<file path="src/rtl/iter_muldiv_if.sv">
// iter_muldiv_if: handshake and HI/LO bus for the iterative multiply/divide
// unit.
//   start/op/a/b   request a new operation (master -> unit)
//   hi_we/lo_we    mthi/mtlo write strobes carrying wdata (master -> unit)
//   busy/done      operation in progress / one-cycle result-valid pulse
//   hi/lo          architectural HI and LO registers (unit -> master)
interface iter_muldiv_if #(
  parameter int unsigned WIDTH = 32
);
  logic             start;
  logic [1:0]       op;
  logic [WIDTH-1:0] a;
  logic [WIDTH-1:0] b;
  logic             hi_we;
  logic             lo_we;
  logic [WIDTH-1:0] wdata;
  logic             busy;
  logic             done;
  logic [WIDTH-1:0] hi;
  logic [WIDTH-1:0] lo;

  modport master (
    output start, op, a, b, hi_we, lo_we, wdata,
    input  busy, done, hi, lo
  );

  modport slave (
    input  start, op, a, b, hi_we, lo_we, wdata,
    output busy, done, hi, lo
  );
endinterface

</file>
<file path="src/rtl/iter_muldiv.sv">
// iter_muldiv: iterative one-bit-per-clock multiply/divide unit holding the
// HI/LO pair (multu/mult/divu/div, plus mthi/mtlo writes).
//   clk    rising-edge clock
//   reset  asynchronous, active-high
//   bus    iter_muldiv_if.slave: start/op/a/b request, hi_we/lo_we/wdata
//          writes, busy/done status, hi/lo results
// op: 00 multu, 01 mult, 10 divu, 11 div. A result appears WIDTH+1 edges
// after the accepting edge, with done pulsing for one cycle.
// Optional macro MDU_SIGNED_EN builds the signed variants; without it op[0]
// is ignored and no sign-fix logic exists.
module iter_muldiv #(
  parameter int unsigned WIDTH = 32
) (
  input logic         clk,
  input logic         reset,
  iter_muldiv_if.slave bus
);
  localparam int unsigned CW = $clog2(WIDTH);

  typedef enum logic [1:0] {
    IDLE = 2'd0,
    RUN  = 2'd1,
    FIX  = 2'd2
  } state_t;

  state_t           state_q, state_d;
  logic [CW-1:0]    cnt_q, cnt_d;
  logic [WIDTH-1:0] acc_q, acc_d;   // product high half / partial remainder
  logic [WIDTH-1:0] sh_q, sh_d;     // multiplier->product low half / dividend->quotient
  logic [WIDTH-1:0] opd_q, opd_d;   // multiplicand or divisor magnitude
  logic             is_div_q, is_div_d;
  logic [WIDTH-1:0] hi_q, hi_d;
  logic [WIDTH-1:0] lo_q, lo_d;
  logic             done_q, done_d;
`ifdef MDU_SIGNED_EN
  logic             neg_lo_q, neg_lo_d;  // negate product / quotient
  logic             neg_hi_q, neg_hi_d;  // negate remainder
  logic             a_neg, b_neg;
`endif

  logic [WIDTH-1:0]   a_mag, b_mag;
  logic [WIDTH:0]     add_sum;
  logic [WIDTH:0]     rs;
  logic               sub_ok;
  logic [WIDTH-1:0]   diff;
  logic [2*WIDTH-1:0] prod;
  logic [WIDTH-1:0]   quo_res, rem_res;

  always_comb begin
`ifdef MDU_SIGNED_EN
    a_neg = bus.op[0] & bus.a[WIDTH-1];
    b_neg = bus.op[0] & bus.b[WIDTH-1];
    a_mag = a_neg ? -bus.a : bus.a;
    b_mag = b_neg ? -bus.b : bus.b;
`else
    a_mag = bus.a;
    b_mag = bus.b;
`endif
  end

  always_comb begin
    state_d  = state_q;
    cnt_d    = cnt_q;
    acc_d    = acc_q;
    sh_d     = sh_q;
    opd_d    = opd_q;
    is_div_d = is_div_q;
    hi_d     = hi_q;
    lo_d     = lo_q;
    done_d   = 1'b0;
`ifdef MDU_SIGNED_EN
    neg_lo_d = neg_lo_q;
    neg_hi_d = neg_hi_q;
`endif

    // Shift-add step: {acc,sh} = ({acc,sh} + (sh[0] ? opd<<W : 0)) >> 1
    add_sum = {1'b0, acc_q} + (sh_q[0] ? {1'b0, opd_q} : '0);

    // Restoring step: shift next dividend bit into the remainder, subtract
    // if it fits. The shifted remainder is W+1 bits but any accepted
    // difference is below the divisor, so W bits of it suffice.
    rs     = {acc_q, sh_q[WIDTH-1]};
    sub_ok = rs[WIDTH] | (rs[WIDTH-1:0] >= opd_q);
    diff   = rs[WIDTH-1:0] - opd_q;

    // A zero divisor needs no special case in the datapath: every trial
    // subtract succeeds, giving all-ones quotient and remainder = dividend.
    prod    = {acc_q, sh_q};
    quo_res = sh_q;
    rem_res = acc_q;
`ifdef MDU_SIGNED_EN
    if (neg_lo_q) begin
      prod    = -prod;
      quo_res = -sh_q;
    end
    if (neg_hi_q) rem_res = -acc_q;
`endif

    unique case (state_q)
      IDLE: begin
        if (bus.start) begin
          state_d  = RUN;
          cnt_d    = CW'(WIDTH - 1);
          acc_d    = '0;
          is_div_d = bus.op[1];
          if (bus.op[1]) begin
            sh_d  = a_mag;
            opd_d = b_mag;
          end else begin
            sh_d  = b_mag;
            opd_d = a_mag;
          end
`ifdef MDU_SIGNED_EN
          // Quotient keeps the all-ones divide-by-zero pattern unsigned;
          // the remainder follows the dividend, which then restores a.
          neg_lo_d = (a_neg ^ b_neg) & ~(bus.op[1] & ~|bus.b);
          neg_hi_d = bus.op[1] & a_neg;
`endif
        end else begin
          if (bus.hi_we) hi_d = bus.wdata;
          if (bus.lo_we) lo_d = bus.wdata;
        end
      end
      RUN: begin
        if (is_div_q) begin
          acc_d = sub_ok ? diff : rs[WIDTH-1:0];
          sh_d  = {sh_q[WIDTH-2:0], sub_ok};
        end else begin
          acc_d = add_sum[WIDTH:1];
          sh_d  = {add_sum[0], sh_q[WIDTH-1:1]};
        end
        if (cnt_q == '0) state_d = FIX;
        else             cnt_d   = cnt_q - CW'(1);
      end
      FIX: begin
        state_d = IDLE;
        done_d  = 1'b1;
        if (is_div_q) begin
          hi_d = rem_res;
          lo_d = quo_res;
        end else begin
          hi_d = prod[2*WIDTH-1:WIDTH];
          lo_d = prod[WIDTH-1:0];
        end
      end
      default: state_d = IDLE;
    endcase
  end

  always_ff @(posedge clk or posedge reset) begin
    if (reset) begin
      state_q  <= IDLE;
      cnt_q    <= '0;
      acc_q    <= '0;
      sh_q     <= '0;
      opd_q    <= '0;
      is_div_q <= 1'b0;
      hi_q     <= '0;
      lo_q     <= '0;
      done_q   <= 1'b0;
`ifdef MDU_SIGNED_EN
      neg_lo_q <= 1'b0;
      neg_hi_q <= 1'b0;
`endif
    end else begin
      state_q  <= state_d;
      cnt_q    <= cnt_d;
      acc_q    <= acc_d;
      sh_q     <= sh_d;
      opd_q    <= opd_d;
      is_div_q <= is_div_d;
      hi_q     <= hi_d;
      lo_q     <= lo_d;
      done_q   <= done_d;
`ifdef MDU_SIGNED_EN
      neg_lo_q <= neg_lo_d;
      neg_hi_q <= neg_hi_d;
`endif
    end
  end

  assign bus.busy = (state_q != IDLE);
  assign bus.done = done_q;
  assign bus.hi   = hi_q;
  assign bus.lo   = lo_q;
endmodule

</file>
<file path="src/flat_wrapper.sv">
// flat-port wrapper written by rule: the top's interface ports become plain ports
module iter_muldiv_flat 
#(
  parameter int unsigned WIDTH = 32
)
  (clk, reset, bus_start, bus_op, bus_a, bus_b, bus_hi_we, bus_lo_we, bus_wdata, bus_busy, bus_done, bus_hi, bus_lo);
  iter_muldiv_if #(.WIDTH(WIDTH)) bus_i ();
  input logic clk;
  input logic reset;
  input wire logic [$bits(bus_i.start)-1:0] bus_start;
  input wire logic [$bits(bus_i.op)-1:0] bus_op;
  input wire logic [$bits(bus_i.a)-1:0] bus_a;
  input wire logic [$bits(bus_i.b)-1:0] bus_b;
  input wire logic [$bits(bus_i.hi_we)-1:0] bus_hi_we;
  input wire logic [$bits(bus_i.lo_we)-1:0] bus_lo_we;
  input wire logic [$bits(bus_i.wdata)-1:0] bus_wdata;
  output wire logic [$bits(bus_i.busy)-1:0] bus_busy;
  output wire logic [$bits(bus_i.done)-1:0] bus_done;
  output wire logic [$bits(bus_i.hi)-1:0] bus_hi;
  output wire logic [$bits(bus_i.lo)-1:0] bus_lo;
  assign bus_i.start = bus_start;
  assign bus_i.op = bus_op;
  assign bus_i.a = bus_a;
  assign bus_i.b = bus_b;
  assign bus_i.hi_we = bus_hi_we;
  assign bus_i.lo_we = bus_lo_we;
  assign bus_i.wdata = bus_wdata;
  assign bus_busy = bus_i.busy;
  assign bus_done = bus_i.done;
  assign bus_hi = bus_i.hi;
  assign bus_lo = bus_i.lo;
  iter_muldiv #(.WIDTH(WIDTH)) u_core (.clk(clk), .reset(reset), .bus(bus_i));
endmodule
</file>
<file path="config.mk">
export PLATFORM = sky130hd
export DESIGN_NAME = iter_muldiv_flat
export DESIGN_NICKNAME = d
export VERILOG_FILES = /design/src/rtl/iter_muldiv_if.sv /design/src/rtl/iter_muldiv.sv /design/src/flat_wrapper.sv
export SDC_FILE = /design/constraint.sdc
export NUM_CORES = 1
export LEC_CHECK = 0
export BUFFER_PORTS_ARGS = -buffer_cell sky130_fd_sc_hd__buf_4
export CORE_MARGIN = 1
export CORE_UTILIZATION = 60
export CTS_BUF_LIST = sky130_fd_sc_hd__clkbuf_16
export CTS_CLUSTER_SIZE = 40
export DETAILED_ROUTE_END_ITERATION = 8
export PLACE_DENSITY = 0.89
export SLEW_MARGIN = 25
export SYNTH_ARGS = -nofsm -noshare
export SYNTH_HDL_FRONTEND = slang
export SYNTH_SLANG_ARGS = --single-unit
</file>
<file path="constraint.sdc">
create_clock -name clk -period 12.17 [get_ports clk]
set_input_delay 2.434 -clock clk [delete_from_list [all_inputs] [get_ports clk]]
set_output_delay 2.434 -clock clk [all_outputs]
set_load 0.05 [all_outputs]
</file>
==> results of run 1 <==
-- power breakdown --
| part | switching (mW) | leakage, nW | total, mW | internal (mW) |
|---|---|---|---|---|
| registers | 0.289 | 2.02 | 1.13 | 0.844 |
| clock network | 0.277 | 0.278 | 0.551 | 0.274 |
| logic | 1.91 | 4.01 | 3.07 | 1.15 |
-- through the flow --
stage          std cells  instance area (um2)
6_report            1788                14100
5_1_grt             1788                14100
4_1_cts             1788                14100
3_5_place_dp        1756                13500
3_3_place_gp        1756                13500
2_1_floorplan       1394                12100
-- final timing paths --
kind                                              start  slack, ns                       endpoint
max                         u_core.opd_q[7]$_DFFE_PP0P_       7.94   u_core.acc_q[30]$_DFFE_PP0P_
min                        u_core.opd_q[28]$_DFFE_PP0P_       0.51   u_core.opd_q[28]$_DFFE_PP0P_
max reg2reg                 u_core.opd_q[7]$_DFFE_PP0P_       7.94   u_core.acc_q[30]$_DFFE_PP0P_
min reg2reg                u_core.opd_q[28]$_DFFE_PP0P_       0.51   u_core.opd_q[28]$_DFFE_PP0P_
max in group asynchronous                         reset       8.70    u_core.is_div_q$_DFFE_PP0P_
min in group asynchronous                         reset       2.18  u_core.bus.hi[22]$_DFFE_PP0P_
-- layout make-up --
| cell class | instances | area, um2 |
|---|---|---|
| multi-input combinational | 1098 | 7440 |
| fill | 1406 | 5570 |
| sequential | 169 | 4230 |
| timing repair buffer | 175 | 1320 |
| clock buffer | 17 | 425 |
| tap | 265 | 332 |
| inverter | 49 | 189 |
| clock inverter | 15 | 151 |
-- worst max-delay path: stages, from the launching register on --
cell	delay (ns)
dfrtp_1	0.42
inv_1	0.08
ha_1	0.39
a21o_1	0.21
a211oi_1	0.35
a21oi_1	0.15
o211ai_1	0.24
a31oi_1	0.17
nor2_2	0.75
buf_4	0.43
nor2_1	0.21
a222oi_1	0.33
or3b_1	0.37
-- flip-flops by register name, indices dropped and copies added (netlist names) --
signal,flops
u_core.state_q,2
u_core.bus.lo,32
u_core.quo_res,32
u_core.acc_q,32
u_core.opd_q,32
u_core.cnt_q,5
u_core.bus.hi,32
u_core.bus.done,1
u_core.is_div_q,1
-- routing by layer --
layer / track usage (%) / up-vias / part of all wire, %
met5: 0 / - / 0
met4: 11.3 / 0 / 2.4
met3: 8.11 / 93 / 9.3
met2: 56.7 / 610 / 46
met1: 50.0 / 5613 / 42
li1: - / 5215 / -
-- kinds of logic (layout without fill, tap and decap cells) --
logic type               Yosys count  count (layout)
AO/OA/AOI/OAI                    409             409
XOR/XNOR                          52              52
adder cells (fa/ha/maj)           68              68
buffers and inverters            127             256
flip-flops                       169             169
multiplexers                     165             165
AND/OR/NAND/NOR                  404             404
-- cells in the final DEF, fill, tap and decap left out, types with 10 or more instances in the layout --
cell type  instances
nor2_1            90
a211oi_1          12
a31oi_1           10
buf_4            174
mux2i_1          134
ha_1              66
nand2b_1          14
mux2_2            31
nand3_1           13
and2_1            36
a221o_1           10
a21oi_1           83
o21ai_0          180
clkbuf_16         17
dfrtp_1          168
inv_1             48
nand2_1          186
nor3_1            14
a21o_1            25
xnor2_1           20
xor2_1            32
==> flow_summary_export.csv, run 1 <==
group,metric,value,unit
outcome,status,"finished, final reports clean",
job,maxCapViolCount,0,
logic_synthesis,seq_area_frac_synth,34.9,%
power,p_leak,6.30,nW
logic_synthesis,yosys.area.top_type,"dfrtp_1",
timing,hold_viol,0,
critical_path,reg2reg_depth,12,
timing,fin_crit_sh,34.8,%
cts,clockBufferDepth,2,
cts,numCtsBuffers,17,
logic_synthesis,yosys.area_share.simple,15.1,%
grt,gr-total-overflow,0,
routing,wl,36300,um
timing,grt_setup_unrepaired,"false",
logic_synthesis,synth.most_common_cell,"nand2_1",
critical_path,start_kind,"flip-flop",
grt,grt_pass1_wl,58100,um
critical_path,worstPathRequired,12.49,ns
critical_path,end_kind,"flip-flop",
cells_and_area,fin_nets,1681,
logic_synthesis,synth-xor-area-share,3.76,%
timing,period_needed,4.23,ns
cells_and_area,finish.utilization,71.7,%
logic_synthesis,synthFlopType,"dfrtp_1",
cts,cts_root_buffer,"clkbuf_16",
cells_and_area,layout-drive-gt1-share,17.3,%
logic_synthesis,synth_mux_area_share,14.0,%
logic_synthesis,syn_inst,1394,
routing,vias_per_cell,6.45,
grt,track_usage,36.3,%
power,cellPowerDensity,337,nW/um2
timing,fin_setup_tns,0,ns
logic_synthesis,yosysWarnings,0,
timing,slew_headroom,28.4,%
timing,holdWs,0.507,ns
routing,drc_errors,0,
logic_synthesis,synth_compound_area_share,21.1,%
routing,first_iter_violations,1412,
cts,cts_resized,0,
logic_synthesis,synth_top_area_share,34.9,%
timing,report.final.slew_viol_count,0,
cts,post-cts-setup-buffer-count,0,
floorplanning,rows,51,
logic_synthesis,syn_area_per_cell,8.69,um2
logic_synthesis,synth_common_cells,"nand2_1 (187), o21ai_0 (180), dfrtp_1 (169)",
floorplanning,start_util,61.6,%
place,dp.final_hpwl,25300,um
timing,setup_slack,7.94,ns
cells_and_area,n_antenna_cell,0,
grt,grt_pass1_vias,11113,
place,dp_slack,7.85,ns
cts,cts_tree,"done",
routing,dr.pass1.iters,6,
critical_path,worst_ep_arrival_time,4.56,ns
cts,clkTransAtPathRegs,0.07,ns
cts,cts_hold_buf,0,
grt,grt_antenna_before_repair,0,
cts,cts_sinks,169,
logic_synthesis,synth-seq-cells,169,
routing,drtAntennaViolNets,0,
critical_path,path_max_fanout,26,
power,ir_drop,0.000200,V
place,numPortBuffers,167,
timing,setup-violations-final,0,
logic_synthesis,synth_top_family_by_area,"compound AO/OA/AOI/OAI gates",
floorplanning,boundaryPins,169,
logic_synthesis,syn_area,12100,um2
routing,routedWlPerCell,20.3,um
timing,max_freq,0.236,GHz
logic_synthesis,synthAdderAreaFrac,7.15,%
timing,worst_pin_slew,1.07,ns
hold_path,hold_path.class,"flip-flop to flip-flop",
logic_synthesis,synth_nets,1565,
routing,vias,11531,
cts,cts.htree.levels,4,
logic_synthesis,yosys.cell_types.count,76,
place,place.gp.congestion,0.930,
logic_synthesis,synth_area_leaders,"dfrtp_1 (35%), mux2i_1 (11%), o21ai_0 (7.4%)",
logic_synthesis,synth_edf_count,0,
timing,finClkSkew,0.00885,ns
floorplanning,dieArea,20800,um2
grt,grt_max_degree,97,
cells_and_area,area.growth.synth_to_final,16.3,%
floorplanning,chipHeight,144,um
cts,clk_latency,0.45,ns
floorplanning,fp.dieW,144,um
hold_path,hold_depth,2,
floorplanning,core_area,19700,um2
critical_path,worstSetupPathType,"flip-flop to flip-flop",
logic_synthesis,async_flop_share,100,%
power,power,4.75,mW
No activity file was read; power rests on OpenSTA's default activity.
==> inputs of run 2 (changes only) <==
--- a/config.mk
+++ b/config.mk
@@ -5,13 +5,14 @@
 export SDC_FILE = /design/constraint.sdc
 export NUM_CORES = 1
 export LEC_CHECK = 0
+export ABC_AREA = 1
 export BUFFER_PORTS_ARGS = -buffer_cell sky130_fd_sc_hd__buf_4
 export CORE_MARGIN = 1
-export CORE_UTILIZATION = 60
+export CORE_UTILIZATION = 54
 export CTS_BUF_LIST = sky130_fd_sc_hd__clkbuf_16
 export CTS_CLUSTER_SIZE = 40
 export DETAILED_ROUTE_END_ITERATION = 8
-export PLACE_DENSITY = 0.89
+export PLACE_DENSITY = 0.84
 export SLEW_MARGIN = 25
 export SYNTH_ARGS = -nofsm -noshare
 export SYNTH_HDL_FRONTEND = slang
==> constraint.sdc (replaced) <==
create_clock -name clk -period 3.59 [get_ports clk]
set_input_delay 0.718 -clock clk [delete_from_list [all_inputs] [get_ports clk]]
set_output_delay 0.718 -clock clk [all_outputs]
set_load 0.05 [all_outputs]
==> run 2 against run 1 <==
Die area rose by 27%. Non-clock buffer count rose by 16. Flip-flop and latch count unchanged. Utilization fell by 8.2 points. Synthesized area is 14% higher. Via count increased by 32%. Synthesized cell count is 60% higher. Hold slack got worse by 0.076 ns. Critical endpoint is now u_core.acc_q[27]$_DFFE_PP0P_. Largest cell class unchanged.
==> flow_summary_export.csv, run 2 <==
group,metric,value,unit
timing,hold_viol,0,
routing,wl,45600,um
grt,grt_max_degree,70,
cts,cts_tree,"done",
logic_synthesis,yosys.cell_types.count,44,
logic_synthesis,synth_compound_area_share,15.6,%
cells_and_area,area.growth.synth_to_final,15.3,%
logic_synthesis,async_flop_share,100,%
cts,clkTransAtPathRegs,0.08,ns
cells_and_area,final_common_cell,"nand2_1",
routing,routedWlPerCell,16.9,um
timing,report.final.slew_viol_count,0,
place,dp.final_hpwl,35300,um
logic_synthesis,yosys.area_share.simple,34.3,%
timing,worst_pin_slew,0.833,ns
logic_synthesis,synth_top_area_share,30.5,%
cts,cts_root_buffer,"clkbuf_16",
routing,drtAntennaViolNets,0,
routing,dr.pass1.iters,6,
logic_synthesis,synth_mux_area_share,0,%
floorplanning,core_area,25200,um2
logic_synthesis,syn_inst,2227,
place,numPortBuffers,167,
floorplanning,start_util,55.0,%
logic_synthesis,yosys.area.top_type,"dfrtp_1",
routing,vias,15176,
cts,clockBufferDepth,2,
logic_synthesis,synth-xor-area-share,0.696,%
cts,cts_hold_buf,0,
grt,track_usage,34.4,%
critical_path,start_kind,"flip-flop",
routing,vias_per_cell,5.64,
timing,fin_crit_sh,81.8,%
grt,gr-total-overflow,0,
cells_and_area,fin_nets,2522,
timing,fin_setup_tns,0,ns
outcome,status,"finished, final reports clean",
cts,cts_resized,0,
timing,max_freq,0.340,GHz
logic_synthesis,synth_top_family_by_area,"simple AND/OR/NAND/NOR gates",
cts,cts_sinks,169,
logic_synthesis,synth-seq-cells,169,
cts,numCtsBuffers,17,
floorplanning,boundaryPins,169,
timing,finClkSkew,0.0118,ns
hold_path,hold_path.class,"input pin to asynchronous set/reset pin",
cts,cts.htree.levels,4,
logic_synthesis,synth_area_leaders,"dfrtp_1 (31%), nand2_1 (20%), inv_1 (9.8%)",
logic_synthesis,seq_area_frac_synth,30.5,%
routing,first_iter_violations,1525,
timing,slew_headroom,44.4,%
critical_path,path_max_fanout,7,
critical_path,end_kind,"flip-flop",
cells_and_area,mostFrequentLayoutCells,"nand2_1 (725), inv_1 (361), nor2_1 (200)",
critical_path,worstPathRequired,3.93,ns
logic_synthesis,synth_common_cells,"nand2_1 (726), inv_1 (363), nor2_1 (203)",
floorplanning,dieArea,26300,um2
critical_path,worstSetupPathType,"flip-flop to flip-flop",
grt,grt_antenna_before_repair,0,
place,place.gp.congestion,1.00,
timing,setup-violations-final,0,
routing,drc_errors,0,
logic_synthesis,synth_nets,2398,
logic_synthesis,syn_area_per_cell,6.22,um2
logic_synthesis,synthAdderAreaFrac,6.25,%
logic_synthesis,synthFlopType,"dfrtp_1",
grt,grt_pass1_vias,13723,
logic_synthesis,yosysWarnings,0,
floorplanning,fp.dieW,162,um
floorplanning,rows,58,
floorplanning,chipHeight,162,um
grt,grt_pass1_wl,70700,um
cells_and_area,n_antenna_cell,0,
cts,clk_latency,0.44,ns
cts,post-cts-setup-buffer-count,0,
logic_synthesis,synth_edf_count,0,
cells_and_area,layout-drive-gt1-share,10.7,%
timing,grt_setup_unrepaired,"false",
timing,period_needed,2.94,ns
logic_synthesis,synth.most_common_cell,"nand2_1",
critical_path,worst_ep_arrival_time,3.28,ns
job,maxCapViolCount,0,
logic_synthesis,syn_area,13800,um2
[run 2: cell types whose count changed after synthesis, moves of 22 or more]
cell      before  now
nand2_1      187  726
inv_1         49  363
nand3_1       13  174
mux2i_1      134    0
nor2_1        91  203
and2_1        38    4
mux2_2        31    0
o22a_1         0   29
xor2_1        32    8
o211ai_1       9   32
o21ai_0      180  158
[run 2: metrics by stage]
stage          utilization [%]  worst slack, ns  instance area (um2)  hold slack [ns]  cells
2_1_floorplan                -            0.717                13900            0.473   2227
6_report                  63.4            0.652                16000            0.431   2693
4_1_cts                   63.4            0.726                16000            0.444   2693
3_3_place_gp              61.1            0.825                15400            0.464   2662
5_1_grt                   63.4            0.445                16000            0.476   2693
3_5_place_dp              61.1            0.748                15400            0.467   2662
[run 2: final timing paths]
| kind | start | end | slack, ns | cells past startpoint |
|---|---|---|---|---|
| max in group asynchronous | reset | u_core.acc_q[12]$_DFFE_PP0P_ | 2.34 | 3 |
| worst min-delay path | reset | u_core.bus.hi[7]$_DFFE_PP0P_ | 0.43 | 2 |
| worst min register to register | u_core.bus.hi[3]$_DFFE_PP0P_ | u_core.bus.hi[3]$_DFFE_PP0P_ | 0.49 | 2 |
| worst max-delay path | u_core.quo_res[0]$_DFFE_PP0P_ | u_core.acc_q[27]$_DFFE_PP0P_ | 0.65 | 17 |
| worst max register to register | u_core.quo_res[0]$_DFFE_PP0P_ | u_core.acc_q[27]$_DFFE_PP0P_ | 0.65 | 17 |
| min in group clk | u_core.bus.hi[3]$_DFFE_PP0P_ | u_core.bus.hi[3]$_DFFE_PP0P_ | 0.49 | 2 |
[run 2: area by class of cell]
type	count	area [um2]
fill	2381	9210
multi-input combinational	1606	7890
sequential	169	4230
timing repair buffer	191	1470
inverter	366	1380
clock buffer	17	425
tap	330	413
clock inverter	14	155
[run 2: kinds of logic (layout without fill, tap and decap cells)]
kind of cell,after synthesis,count (layout)
AOI/OAI and AO/OA,369,369
xor gates and xnor gates,11,11
adders and majority gates,68,68
buffers and inverters,452,588
DFF,169,169
and+or+nand+nor,1158,1158
[run 2: worst max-delay path, stage by stage, from the launching register on]
cell,delay [ns]
dfrtp_1,0.63
nand2_1,0.09
inv_1,0.07
ha_1,0.22
inv_1,0.08
fa_1,0.40
inv_1,0.12
nand3_1,0.09
nand3_1,0.20
nand2_1,0.09
nand3_1,0.15
nand3_1,0.19
nand3_1,0.13
nand2_1,0.05
nor2_1,0.14
nor2_1,0.05
nand2_1,0.07
nand2_1,0.04
[run 2: routing by layer]
metal  global-route usage, %  up-vias  wire, um
met5                       0        -         0
met4                    20.3        0      2920
met3                    4.39      172      3170
met2                    55.4      731     20900
met1                    44.4     6973     18600
li1                        -     7300         -
Power of run 2 is left out: the tool's default activity adds up to more than one toggle a clock period on the data nets, which glitch-free logic cannot reach.
